File: config.mk
export PLATFORM = sky130hd
export DESIGN_NAME = entity_line_scanner
export DESIGN_NICKNAME = d
export VERILOG_FILES = /design/src/rtl/entity_line_scanner.sv
export SDC_FILE = /design/constraint.sdc
export NUM_CORES = 1
export LEC_CHECK = 0
export BUFFER_PORTS_ARGS = -buffer_cell sky130_fd_sc_hd__buf_2
export CORE_ASPECT_RATIO = 2
export CORE_MARGIN = 8
export CORE_UTILIZATION = 58
export DETAILED_ROUTE_END_ITERATION = 6
export GPL_TIMING_DRIVEN = 1
export HOLD_SLACK_MARGIN = 0.03
export PLACE_DENSITY = 0.76
export SLEW_MARGIN = 25
export SYNTH_ARGS = -nofsm -noshare
export SYNTH_HDL_FRONTEND = slang
export SYNTH_SLANG_ARGS = --single-unit
File: constraint.sdc
create_clock -name clk -period 4.1 [get_ports clk]
set_input_delay 0.205 -clock clk [delete_from_list [all_inputs] [get_ports clk]]
set_output_delay 0.205 -clock clk [all_outputs]
set_load 0.05 [all_outputs]
File: src/rtl/entity_line_scanner.sv
// Per-scanline entity culler: walks the entity table on line_start and queues visible entities.
// Optional feature macro ENT_SCAN_DROP_CNT_EN adds a saturating drop_count output.

module entity_line_scanner #(
    parameter int ADDR_W   = 8,
    parameter int ENT_SIZE = 48,
    parameter int MAX_HITS = 16
) (
    input  logic              clk,
    input  logic              rst,
    input  logic              line_start,
    input  logic [8:0]        line_num,
    input  logic [ADDR_W-1:0] entities_number,
    output logic [ADDR_W-1:0] address_read_ent,
    input  logic [20:0]       data_read_ent,
    output logic              hit_valid,
    input  logic              hit_ready,
    output logic [2:0]        hit_type,
    output logic [8:0]        hit_col,
    output logic [5:0]        hit_yoff,
    output logic              scan_busy,
    output logic              scan_done,
`ifdef ENT_SCAN_DROP_CNT_EN
    output logic [ADDR_W-1:0] drop_count,
`endif
    output logic              hit_overflow
);

    localparam int PTR_W = $clog2(MAX_HITS);
    localparam int CNT_W = PTR_W + 1;
    localparam int HIT_W = 18;

    typedef enum logic [1:0] {S_IDLE, S_SCAN, S_FLUSH} state_t;

    state_t            r_state;
    state_t            w_state_next;
    logic [8:0]        r_line;
    logic [ADDR_W-1:0] r_num;
    logic [ADDR_W-1:0] r_addr;
    logic              r_pend;
    logic              r_done;
    logic              w_last;
    logic [9:0]        w_diff;
    logic              w_hit;
    logic [HIT_W-1:0]  w_hit_data;

    logic [HIT_W-1:0]  r_mem [MAX_HITS];
    logic [PTR_W-1:0]  r_wr;
    logic [PTR_W-1:0]  r_rd;
    logic [CNT_W-1:0]  r_cnt;
    logic              r_hvalid;
    logic [HIT_W-1:0]  r_head;
    logic              w_pop;
    logic              w_full;
    logic              w_push_ok;
    logic              w_drop;
    logic [CNT_W-1:0]  w_cnt_kept;
    logic [CNT_W-1:0]  w_cnt_next;
    logic [PTR_W-1:0]  w_rd_next;
    logic [HIT_W-1:0]  w_head_next;

    always_ff @(posedge clk) begin
        if (rst) begin
            r_state <= S_IDLE;
        end else begin
            r_state <= w_state_next;
        end
    end

    always_comb begin
        w_last       = (r_addr == r_num - ADDR_W'(1));
        w_state_next = r_state;
        if (line_start) begin
            w_state_next = (entities_number != '0) ? S_SCAN : S_IDLE;
        end else begin
            case (r_state)
                S_IDLE:  w_state_next = S_IDLE;
                S_SCAN:  if (w_last) w_state_next = S_FLUSH;
                S_FLUSH: w_state_next = S_IDLE;
                default: w_state_next = S_IDLE;
            endcase
        end
    end

    always_comb begin
        scan_busy        = (r_state != S_IDLE);
        scan_done        = r_done;
        address_read_ent = r_addr;
    end

    // r_pend marks that data_read_ent holds the entry addressed during the previous cycle.
    always_ff @(posedge clk) begin
        if (rst) begin
            r_line <= '0;
            r_num  <= '0;
            r_addr <= '0;
            r_pend <= 1'b0;
            r_done <= 1'b0;
        end else begin
            r_pend <= (r_state == S_SCAN) && !line_start;
            r_done <= 1'b0;
            if (line_start) begin
                r_line <= line_num;
                r_num  <= entities_number;
                r_addr <= '0;
                r_done <= (entities_number == '0);
            end else begin
                case (r_state)
                    S_SCAN:  if (!w_last) r_addr <= r_addr + ADDR_W'(1);
                    S_FLUSH: r_done <= 1'b1;
                    default: ;
                endcase
            end
        end
    end

    // Unsigned 10-bit difference: a row below the line sets bit 9 and can never hit.
    always_comb begin
        w_diff     = {1'b0, r_line} - {1'b0, data_read_ent[17:9]};
        w_hit      = r_pend && !w_diff[9] && (w_diff < 10'(ENT_SIZE));
        w_hit_data = {data_read_ent[20:18], data_read_ent[8:0], w_diff[5:0]};
    end

    // Head register is loaded with whatever entry will be at the front after this edge.
    always_comb begin
        w_pop       = r_hvalid && hit_ready;
        w_full      = (r_cnt == CNT_W'(MAX_HITS));
        w_push_ok   = w_hit && (!w_full || w_pop);
        w_drop      = w_hit && w_full && !w_pop;
        w_cnt_kept  = r_cnt - CNT_W'(w_pop);
        w_cnt_next  = w_cnt_kept + CNT_W'(w_push_ok);
        w_rd_next   = r_rd + PTR_W'(w_pop);
        w_head_next = (w_cnt_kept == '0) ? w_hit_data : r_mem[w_rd_next];
    end

    always_ff @(posedge clk) begin
        if (!rst && !line_start && w_push_ok) begin
            r_mem[r_wr] <= w_hit_data;
        end
    end

    always_ff @(posedge clk) begin
        if (rst) begin
            r_wr     <= '0;
            r_rd     <= '0;
            r_cnt    <= '0;
            r_hvalid <= 1'b0;
            r_head   <= '0;
        end else if (line_start) begin
            r_wr     <= '0;
            r_rd     <= '0;
            r_cnt    <= '0;
            r_hvalid <= 1'b0;
        end else begin
            if (w_push_ok) r_wr <= r_wr + PTR_W'(1);
            r_rd     <= w_rd_next;
            r_cnt    <= w_cnt_next;
            r_hvalid <= (w_cnt_next != '0);
            if (w_cnt_next != '0) r_head <= w_head_next;
        end
    end

    always_comb begin
        hit_valid                     = r_hvalid;
        {hit_type, hit_col, hit_yoff} = r_head;
    end

`ifdef ENT_SCAN_DROP_CNT_EN
    logic [ADDR_W-1:0] r_drop_cnt;

    always_ff @(posedge clk) begin
        if (rst || line_start) begin
            r_drop_cnt <= '0;
        end else if (w_drop && (r_drop_cnt != '1)) begin
            r_drop_cnt <= r_drop_cnt + ADDR_W'(1);
        end
    end

    always_comb begin
        drop_count   = r_drop_cnt;
        hit_overflow = (r_drop_cnt != '0);
    end
`else
    logic r_overflow;

    always_ff @(posedge clk) begin
        if (rst || line_start) begin
            r_overflow <= 1'b0;
        end else if (w_drop) begin
            r_overflow <= 1'b1;
        end
    end

    always_comb begin
        hit_overflow = r_overflow;
    end
`endif

endmodule

==> out/results.ini, run 1 <==
[run_status]
status=complete, no violations

[job]
drv_cap=0

[critical_path]
cp_num_buf_inv=3
worst_ep_arrival_time_ns=4.36
critPathCaptureType=flop
required_ns=4.57
rr_worst_depth=17
max_stage_delay_ns=0.43
timing.rr.end=r_head[11]
slowest_stage=fa_1
path_max_fanout=37
path_class=flop to flop
cp-start-kind=flop
r2r_setup_slack_ns=0.21
timing.rr.start=r_line[0]
crit_family=compound AO/OA/AOI/OAI gates
crit_chain=inv_1, ha_1, inv_1, fa_1, a21o_1, a21oi_4, o211ai_1, nor4b_4, and2_4, ha_1, or3b_1, o311ai_1, o31ai_2, a21oi_4, buf_12, nor2_1, a211oi_2

[synthesis]
yosys_warnings=0
muxShareOfSynthArea_pct=12.5
synth_xor_area_share_pct=2.00
avgSynthCellArea_sq_um=15.9
synth_edf_count=288
synth-seq-area-share_pct=68.4
synth.most_common_cell=edfxtp_1
synth_common_cells=edfxtp_1 (288), nand2_1 (84), mux4_2 (72)
netlist_area_sq_um=14500
synth_compound_area_share_pct=5.82
synth_area_leaders=edfxtp_1 (60%), mux4_2 (11%), dfxtp_1 (8.6%), nand2_1 (2.2%), a211oi_1 (2.0%)
synth_top_family_by_area=multiplexers
ys.flop_type=edfxtp_1
synthSimpleGateAreaFrac_pct=7.13
ys_types=60
synth_fa_ha_area_share_pct=1.96
netlist.area_leader.share_pct=59.8
synth_cells=908
syn_nets=972
ys_seq_elements=350
synth_largest_area_cell=edfxtp_1
async_reset_ff_share_pct=0

[cells_and_area]
drive_above_1_share_pct=23.5
final_nets=1097
layout.cells.non_filler=1391
design_area_sq_um=16600
antenna_cells=0
areaGrowthSynthToFinish_pct=15.0
post-route-util_pct=67.0

[power_and_ir_drop]
swShare_pct=22.2
ir_drop_mv=0.465
powerDensity_nw_per_um2=425
power_switching_mw=1.57
combinationalPowerShare_pct=6.8
clkPwrFrac_pct=37.7
finalPower_mw=7.07
p_leak_nw=5.75
internal-power_mw=5.50
p_seq_share_pct=55.5

[clock_tree]
cts_buffer_depth=3
clk_pin_slew_worst_paths_ns=0.07
clock-root-buffer=clkbuf_16
h-tree-depth=1
clk_latency_ns=0.57
cts-buffers-inserted=29
cts_tree=done
clock_sinks=350

[timing]
final_max_slew_viol_count=0
min_period_ns=3.89
timing.setup.tns_ns=0
hold_viol=0
setup_viol_count_final=0
period_share_pct=95.0
worst_slew_pin_slew_ns=0.932
maxSlewHeadroom_pct=37.7
fin_skew_ns=0.00861
maxClockFrequency_ghz=0.257

[grt]
grt_antenna_before_repair=0
track_usage_pct=21.0
grt_pass1_wl_microns=48000
grt_pass1_vias=8372
overflow=0
grt_max_degree=74

[floorplan]
floorplan.initialDensity_pct=58.2
io_pins=72
die_h_microns=239
die_x_microns=128
fp.dieArea_sq_um=30600
rows=82
core_area_sq_um=24800

[routing]
ant_nets=0
firstDrtPassIters=4
drc_errors=0
wl_microns=32000
avgViaCountPerCell=6.01
routedWlPerCell_microns=23.0
vias=8356
drt_iter0_drc=761

[placed_design]
dp_hpwl_microns=18700
dp.cells=1306
numPortBuffers=71
place.gp.congestion=0.782
detailed_place.area_sq_um=15400

[hold_path]
worstHoldStart=rst
hold_depth=2
hp-class=primary input to flop
hold_path_end=r_num[1]

sequential cells by signal (all words and copies together) (netlist names):
register / flops
r_wr: 4
address_read_ent: 8
r_head: 18
scan_done: 1
r_mem: 288
r_rd: 4
hit_overflow: 1
r_state: 2
r_num: 8
r_cnt: 5
r_line: 9
hit_valid: 1
r_pend: 1
how the worst max path moves through the flow:
stage	startpoint	end	slack (ns)	cells past startpoint
after floorplan	r_line[0]	r_head[10]	0.40	18
after global placement	r_line[0]	r_head[5]	0.25	17
after detailed placement	r_line[0]	r_head[11]	-0.03	17
after CTS	r_line[0]	r_head[11]	0.007	17
after global routing	r_line[0]	r_head[11]	-0.03	17
final	r_line[0]	r_head[11]	0.21	17
stage by stage:
stage	setup slack (ns)	hold WS [ns]
final	0.206	0.211
after detailed placement	-0.0256	0.454
after floorplan	0.397	0.304
after global placement	0.249	0.442
after CTS	0.00742	0.206
after global routing	-0.0261	0.240
area by class of cell:
type | instances | area [sq um]
fill | 1745 | 8200
timing repair buffer | 139 | 1010
clock buffer | 41 | 791
multi-input combinational | 488 | 4310
tap | 336 | 420
inverter | 25 | 93.8
sequential | 350 | 9890
clock inverter | 12 | 116
repair_timing:
action / CTS / global route
resized for setup: 1 / 2
hold buffers: 29 / 0
endpoints found under the hold margin: 211 / 0
cloned: 0 / 1
setup buffers: 1 / 1
pin swaps: 1 / 1
endpoints found under the setup margin: 17 / 18
layer usage:
metal  GRT usage (%)  share of wire [%]
met1            25.0                 37
met2            37.9                 54
met3            2.68                6.5
met4            7.87                2.5
met5               0                  0
kinds of logic (layout without fill, tap and decap cells):
group / Yosys count / after routing
fa+ha+maj: 22 / 22
simple gates: 219 / 220
compound gates: 123 / 123
buf+inv: 71 / 217
xor+xnor: 33 / 33
flops: 350 / 350
mux: 90 / 90
power groups by stage:
| stage | registers, mW | logic (mW) | clock network [mW] |
|---|---|---|---|
| 2_1_floorplan | 4.05 | 0.247 | 0 |
| 3_3_place_gp | 4.00 | 0.430 | 0 |
| 3_5_place_dp | 4.00 | 0.449 | 0 |
| 4_1_cts | 3.92 | 0.475 | 2.70 |
| 5_1_grt | 3.93 | 0.519 | 2.83 |
| 6_report | 3.92 | 0.479 | 2.67 |
cells in the final DEF (no fill, tap or decap), types with 6 or more instances in the layout:
master,instances
dfxtp_1,62
buf_4,33
nor2_1,65
buf_12,6
buf_2,71
mux2i_1,18
a211oi_1,37
nand2_1,84
o21ai_0,11
xnor2_1,21
mux4_2,72
a21oi_1,40
and2_1,6
xor2_1,9
ha_1,19
and3_1,21
edfxtp_1,288
inv_1,25
clkbuf_1,10
clkbuf_16,29
dlygate4sd3_1,29
Power figures use the tool's default switching activity.
==> run 2, diff against run 1 <==
--- a/config.mk
+++ b/config.mk
@@ -8,11 +8,11 @@
 export BUFFER_PORTS_ARGS = -buffer_cell sky130_fd_sc_hd__buf_2
 export CORE_ASPECT_RATIO = 2
 export CORE_MARGIN = 8
-export CORE_UTILIZATION = 58
+export CORE_UTILIZATION = 54
 export DETAILED_ROUTE_END_ITERATION = 6
 export GPL_TIMING_DRIVEN = 1
 export HOLD_SLACK_MARGIN = 0.03
-export PLACE_DENSITY = 0.76
+export PLACE_DENSITY = 0.72
 export SLEW_MARGIN = 25
 export SYNTH_ARGS = -nofsm -noshare
 export SYNTH_HDL_FRONTEND = slang
==> run 2 against run 1 <==
Clock power up 3%. Utilization down 4.2 points. Cell count up 0.93%. Register-to-register slack worse by 0.03 ns. Wire length up 1.9%. Critical path depth up 2.
==> out/results.ini, run 2 (synthesis results as in run 1) <==
[run_status]
status=complete, no violations

[critical_path]
path_max_fanout=19
worst_ep_arrival_time_ns=4.34
path_class=flop to flop
required_ns=4.52
critPathCaptureType=flop
cp-start-kind=flop

[timing]
fin_skew_ns=0.0145
setup_viol_count_final=0
maxSlewHeadroom_pct=35.6
rsz0062_at_grt=false
timing.setup.tns_ns=0
period_share_pct=95.7
maxClockFrequency_ghz=0.255
setup_slack_ns=0.178
final_max_slew_viol_count=0
min_period_ns=3.92
hold_viol=0
worst_slew_pin_slew_ns=0.962

[placed_design]
dp_hpwl_microns=19000
detailed_place.area_sq_um=15400
place.gp.congestion=0.790
place_ws_ns=-0.120
numPortBuffers=71

[grt]
grt_pass1_vias=8762
grt.busiest_layer=met2
grt_antenna_before_repair=0
track_usage_pct=20.3
grt_pass1_wl_microns=50500
overflow=0
use_met1_pct=23.8
grtUsageMet2_pct=36.8
grtUsageMet3_pct=3.00
grt_max_degree=41

[power_and_ir_drop]
finalPower_mw=7.16
ir_drop_mv=0.410
p_leak_nw=5.76
powerDensity_nw_per_um2=429

[floorplan]
die_h_microns=247
die_x_microns=132
fp.dieArea_sq_um=32600
floorplan.initialDensity_pct=54.4
rows=85
core_area_sq_um=26600
io_pins=72

[clock_tree]
h-tree-depth=1
clock-root-buffer=clkbuf_16
cts_tree=done
clk_latency_ns=0.58
cts_buffer_depth=3
clock_sinks=350
clk_pin_slew_worst_paths_ns=0.07
cts-buffers-inserted=29

[cells_and_area]
registers.top_by_ff_count=r_mem
drive_above_1_share_pct=23.2
reg_top3=r_mem x288, r_head x18, r_line x9
largest_reg_flops=288
layout_common_cells=edfxtp_1 (288), nand2_1 (84), mux4_2 (72)
antenna_cells=0
design_area_sq_um=16700
ff_latch_area_sq_um=9890
post-route-util_pct=62.8
final_nets=1098
areaGrowthSynthToFinish_pct=15.4
layout_commonest_cell=edfxtp_1
multi_input_area_sq_um=4310
fillerInstances=1935

[routing]
drt_iter0_drc=621
ant_nets=0
drc_errors=0
firstDrtPassIters=5
vias=8370
avgViaCountPerCell=5.96
wl_microns=32600
routedWlPerCell_microns=23.2

[hold_path]
hp-class=primary input to flop

[job]
drv_cap=0

[run 2: what timing repair did]
action,in CTS,in global routing
pin swaps,1,1
buffers inserted,1,1
gates resized for setup,3,1
cloned,1,0
endpoints found under the hold margin,211,0
hold buffers,29,0
setup endpoints to repair,18,19
[run 2: area by class of cell]
cell class              instances  area share (%)
clock buffers                  32            4.41
clock inverters                21            1.22
inverters                      25           0.562
multi-input cells             488            25.8
flip-flops and latches        350            59.2
well taps                     348            2.61
repair buffers                140            6.12
[run 2: worst max-delay path, cell delays in order (launching register included)]
cell and delay, ns:
dfxtp_1 0.31, inv_1 0.05, ha_1 0.15, inv_1 0.05
fa_1 0.41, a21o_1 0.21, a21oi_1 0.22, buf_4 0.17
o21ai_0 0.09, a31oi_1 0.29, nor4b_4 0.09, and2_4 0.17
ha_1 0.20, ha_1 0.23, xnor2_1 0.19, o31ai_4 0.45
a21oi_4 0.10, buf_12 0.20, nor2_1 0.13, a211oi_1 0.07
[run 2: worst paths after layout]
| check | from | end | slack [ns] | cells after the start |
|---|---|---|---|---|
| setup / recovery | r_line[0] | r_head[14] | 0.18 | 19 |
| hold / removal | rst | r_num[1] | 0.25 | 2 |
| setup reg to reg | r_line[0] | r_head[14] | 0.18 | 19 |
| hold reg to reg | hit_overflow | hit_overflow | 0.48 | 1 |
[run 2: report_power, final]
group	total (mW)	leakage (nW)	internal (mW)	switching, mW
Combinational	0.485	2.22	0.174	0.312
Sequential	3.93	3.09	3.90	0.0217
Clock	2.75	0.453	1.50	1.25
Total	7.16	5.76	5.58	1.58
[run 2: through the flow]
step	std cells	hold slack, ns
final	1404	0.249
after global routing	1404	0.250
after floorplan	908	0.304
after detailed placement	1319	0.454
after global placement	1319	0.440
after CTS	1403	0.227
[run 2: metal layers]
metal,wire length [microns],vias up
met5,0,-
met1,12400,4279
met3,1910,63
met2,17300,278
met4,1000,0
li1,-,3750
==> run 3, diff against run 2 <==
--- a/config.mk
+++ b/config.mk
@@ -6,7 +6,6 @@
 export NUM_CORES = 1
 export LEC_CHECK = 0
 export BUFFER_PORTS_ARGS = -buffer_cell sky130_fd_sc_hd__buf_2
-export CORE_ASPECT_RATIO = 2
 export CORE_MARGIN = 8
 export CORE_UTILIZATION = 54
 export DETAILED_ROUTE_END_ITERATION = 6
==> run 3 against run 2 <==
Global-route usage decreased by 0.70 points. Via count decreased by 0.20%. Worst hold slack got worse by 0.17 ns. Register-to-register slack improved by 0.07 ns. Die area decreased by 0.97%. Combinational power decreased by 5.2%. Non-clock buffer count decreased by 12. Flip-flop and latch count unchanged.
==> out/results.ini, run 3 (synthesis results as in run 1) <==
[run_status]
status=complete, no violations

[hold_path]
hold_depth=1
worstHoldStart=data_read_ent[3]
hp-class=primary input to flop
hold_path_end=r_mem[13][9]

[critical_path]
cp.depth=17
timing.rr.start=r_line[0]
crit_chain=inv_1, ha_1, inv_1, fa_1, a21o_1, a21oi_2, o211ai_1, nor4b_4, and2_4, ha_1, or3b_1, o311ai_1, o31ai_2, a21oi_4, buf_12, nor2_1, a211oi_1
worst_ep_arrival_time_ns=4.24
timing.rr.end=r_head[17]
r2r_setup_slack_ns=0.25
path_max_fanout=37
crit_family=compound AO/OA/AOI/OAI gates
required_ns=4.49
critPathCaptureType=flop
rr_worst_depth=17
cp-start-kind=flop
slowest_stage=or3b_1
path_class=flop to flop
cp_num_buf_inv=3
max_stage_delay_ns=0.42

[timing]
period_share_pct=93.9
maxClockFrequency_ghz=0.260
setup_slack_ns=0.252
timing.setup.tns_ns=0
setup_viol_count_final=0
rsz0062_at_grt=false
hold_viol=0
fin_skew_ns=0.0200
final_max_slew_viol_count=0
maxSlewHeadroom_pct=33.7
min_period_ns=3.85
worst_slew_pin_slew_ns=0.995
holdWs_ns=0.0766

[power_and_ir_drop]
p_leak_nw=5.82
finalPower_mw=7.45
power_switching_mw=1.62
powerDensity_nw_per_um2=445
clkPwrFrac_pct=41.1
swShare_pct=21.7
combinationalPowerShare_pct=6.2
p_seq_share_pct=52.7
ir_drop_mv=0.340
internal-power_mw=5.84

[grt]
grt_antenna_before_repair=0
grt_pass1_wl_microns=49300
grt_max_degree=43
overflow=0
track_usage_pct=19.6
grt_pass1_vias=8528

[cells_and_area]
layout.cells.non_filler=1396
registers.top_by_ff_count=r_mem
reg_top3=r_mem x288, r_head x18, r_line x9
antenna_cells=0
post-route-util_pct=62.9
design_area_sq_um=16800
layout_common_cells=edfxtp_1 (288), nand2_1 (84), mux4_2 (72)
drive_above_1_share_pct=24.4
areaGrowthSynthToFinish_pct=15.9
layout_commonest_cell=edfxtp_1
final_nets=1092
largest_reg_flops=288

[routing]
vias=8353
wl_microns=31900
drt_iter0_drc=753
ant_nets=0
firstDrtPassIters=5
avgViaCountPerCell=5.98
routedWlPerCell_microns=22.9
drc_errors=0

[floorplan]
io_pins=72
die_x_microns=180
floorplan.initialDensity_pct=54.3
fp.dieArea_sq_um=32300
rows=60
core_area_sq_um=26700
die_h_microns=180

[clock_tree]
clk_pin_slew_worst_paths_ns=0.06
clk_latency_ns=0.51
clock-root-buffer=clkbuf_16
h-tree-depth=2
cts-buffers-inserted=35
clock_sinks=350
cts_tree=done
cts_buffer_depth=3

[placed_design]
detailed_place.area_sq_um=15500
numPortBuffers=71
dp_hpwl_microns=19300
place.gp.congestion=0.802
dp.cells=1314
place_ws_ns=0.165

[job]
drv_cap=0

==> run 3: cell count changes in the layout (fill, tap and decap cells not counted), moves of 5 or more <==
cell / change
clkbuf_1: +5
clkbuf_16: +7
clkinv_1: -5
dlygate4sd3_1: -12
clkinv_2: +7
==> run 3: area by class of cell <==
type                            instances  area [sq um]
Fill cell                            1870          9890
Sequential cell                       350          9890
Multi-Input combinational cell        488          4320
Clock buffer                           45           945
Timing Repair Buffer                  128           926
Tap cell                              341           427
Clock inverter                         19           161
Inverter                               25          93.8
==> run 3: timing repair <==
item,4_1_cts,5_1_grt
gates resized for setup,0,1
hold endpoints to repair,18,0
hold buffers,17,0
setup endpoints to repair,0,18
buffers inserted,0,0
==> run 3: power by group through the flow <==
stage                     Sequential [mW]  Combinational (mW)  Clock, mW
after floorplan                      4.05               0.247          0
after global placement               4.00               0.433          0
after detailed placement             4.00               0.443          0
after CTS                            3.93               0.458       3.11
after global routing                 3.93               0.501       3.25
final                                3.93               0.460       3.06
==> run 3: worst max path at each step <==
stage	start	endpoint
finish	r_line[0]	r_head[17]
global route	r_line[0]	r_head[17]
CTS	r_line[0]	r_head[3]
detailed placement	r_line[0]	r_head[3]
global placement	r_line[0]	r_head[0]
floorplan	r_line[0]	r_head[10]
==> run 3: metal layers <==
metal / share of wire [%] / routed length (microns) / GRT usage, % / up-vias
met2: 48 / 15400 / 31.7 / 314
met1: 42 / 13500 / 26.4 / 4221
li1: - / - / - / 3755
met4: 2.8 / 899 / 7.50 / 0
met5: 0 / 0 / 0 / -
met3: 6.6 / 2100 / 3.37 / 63
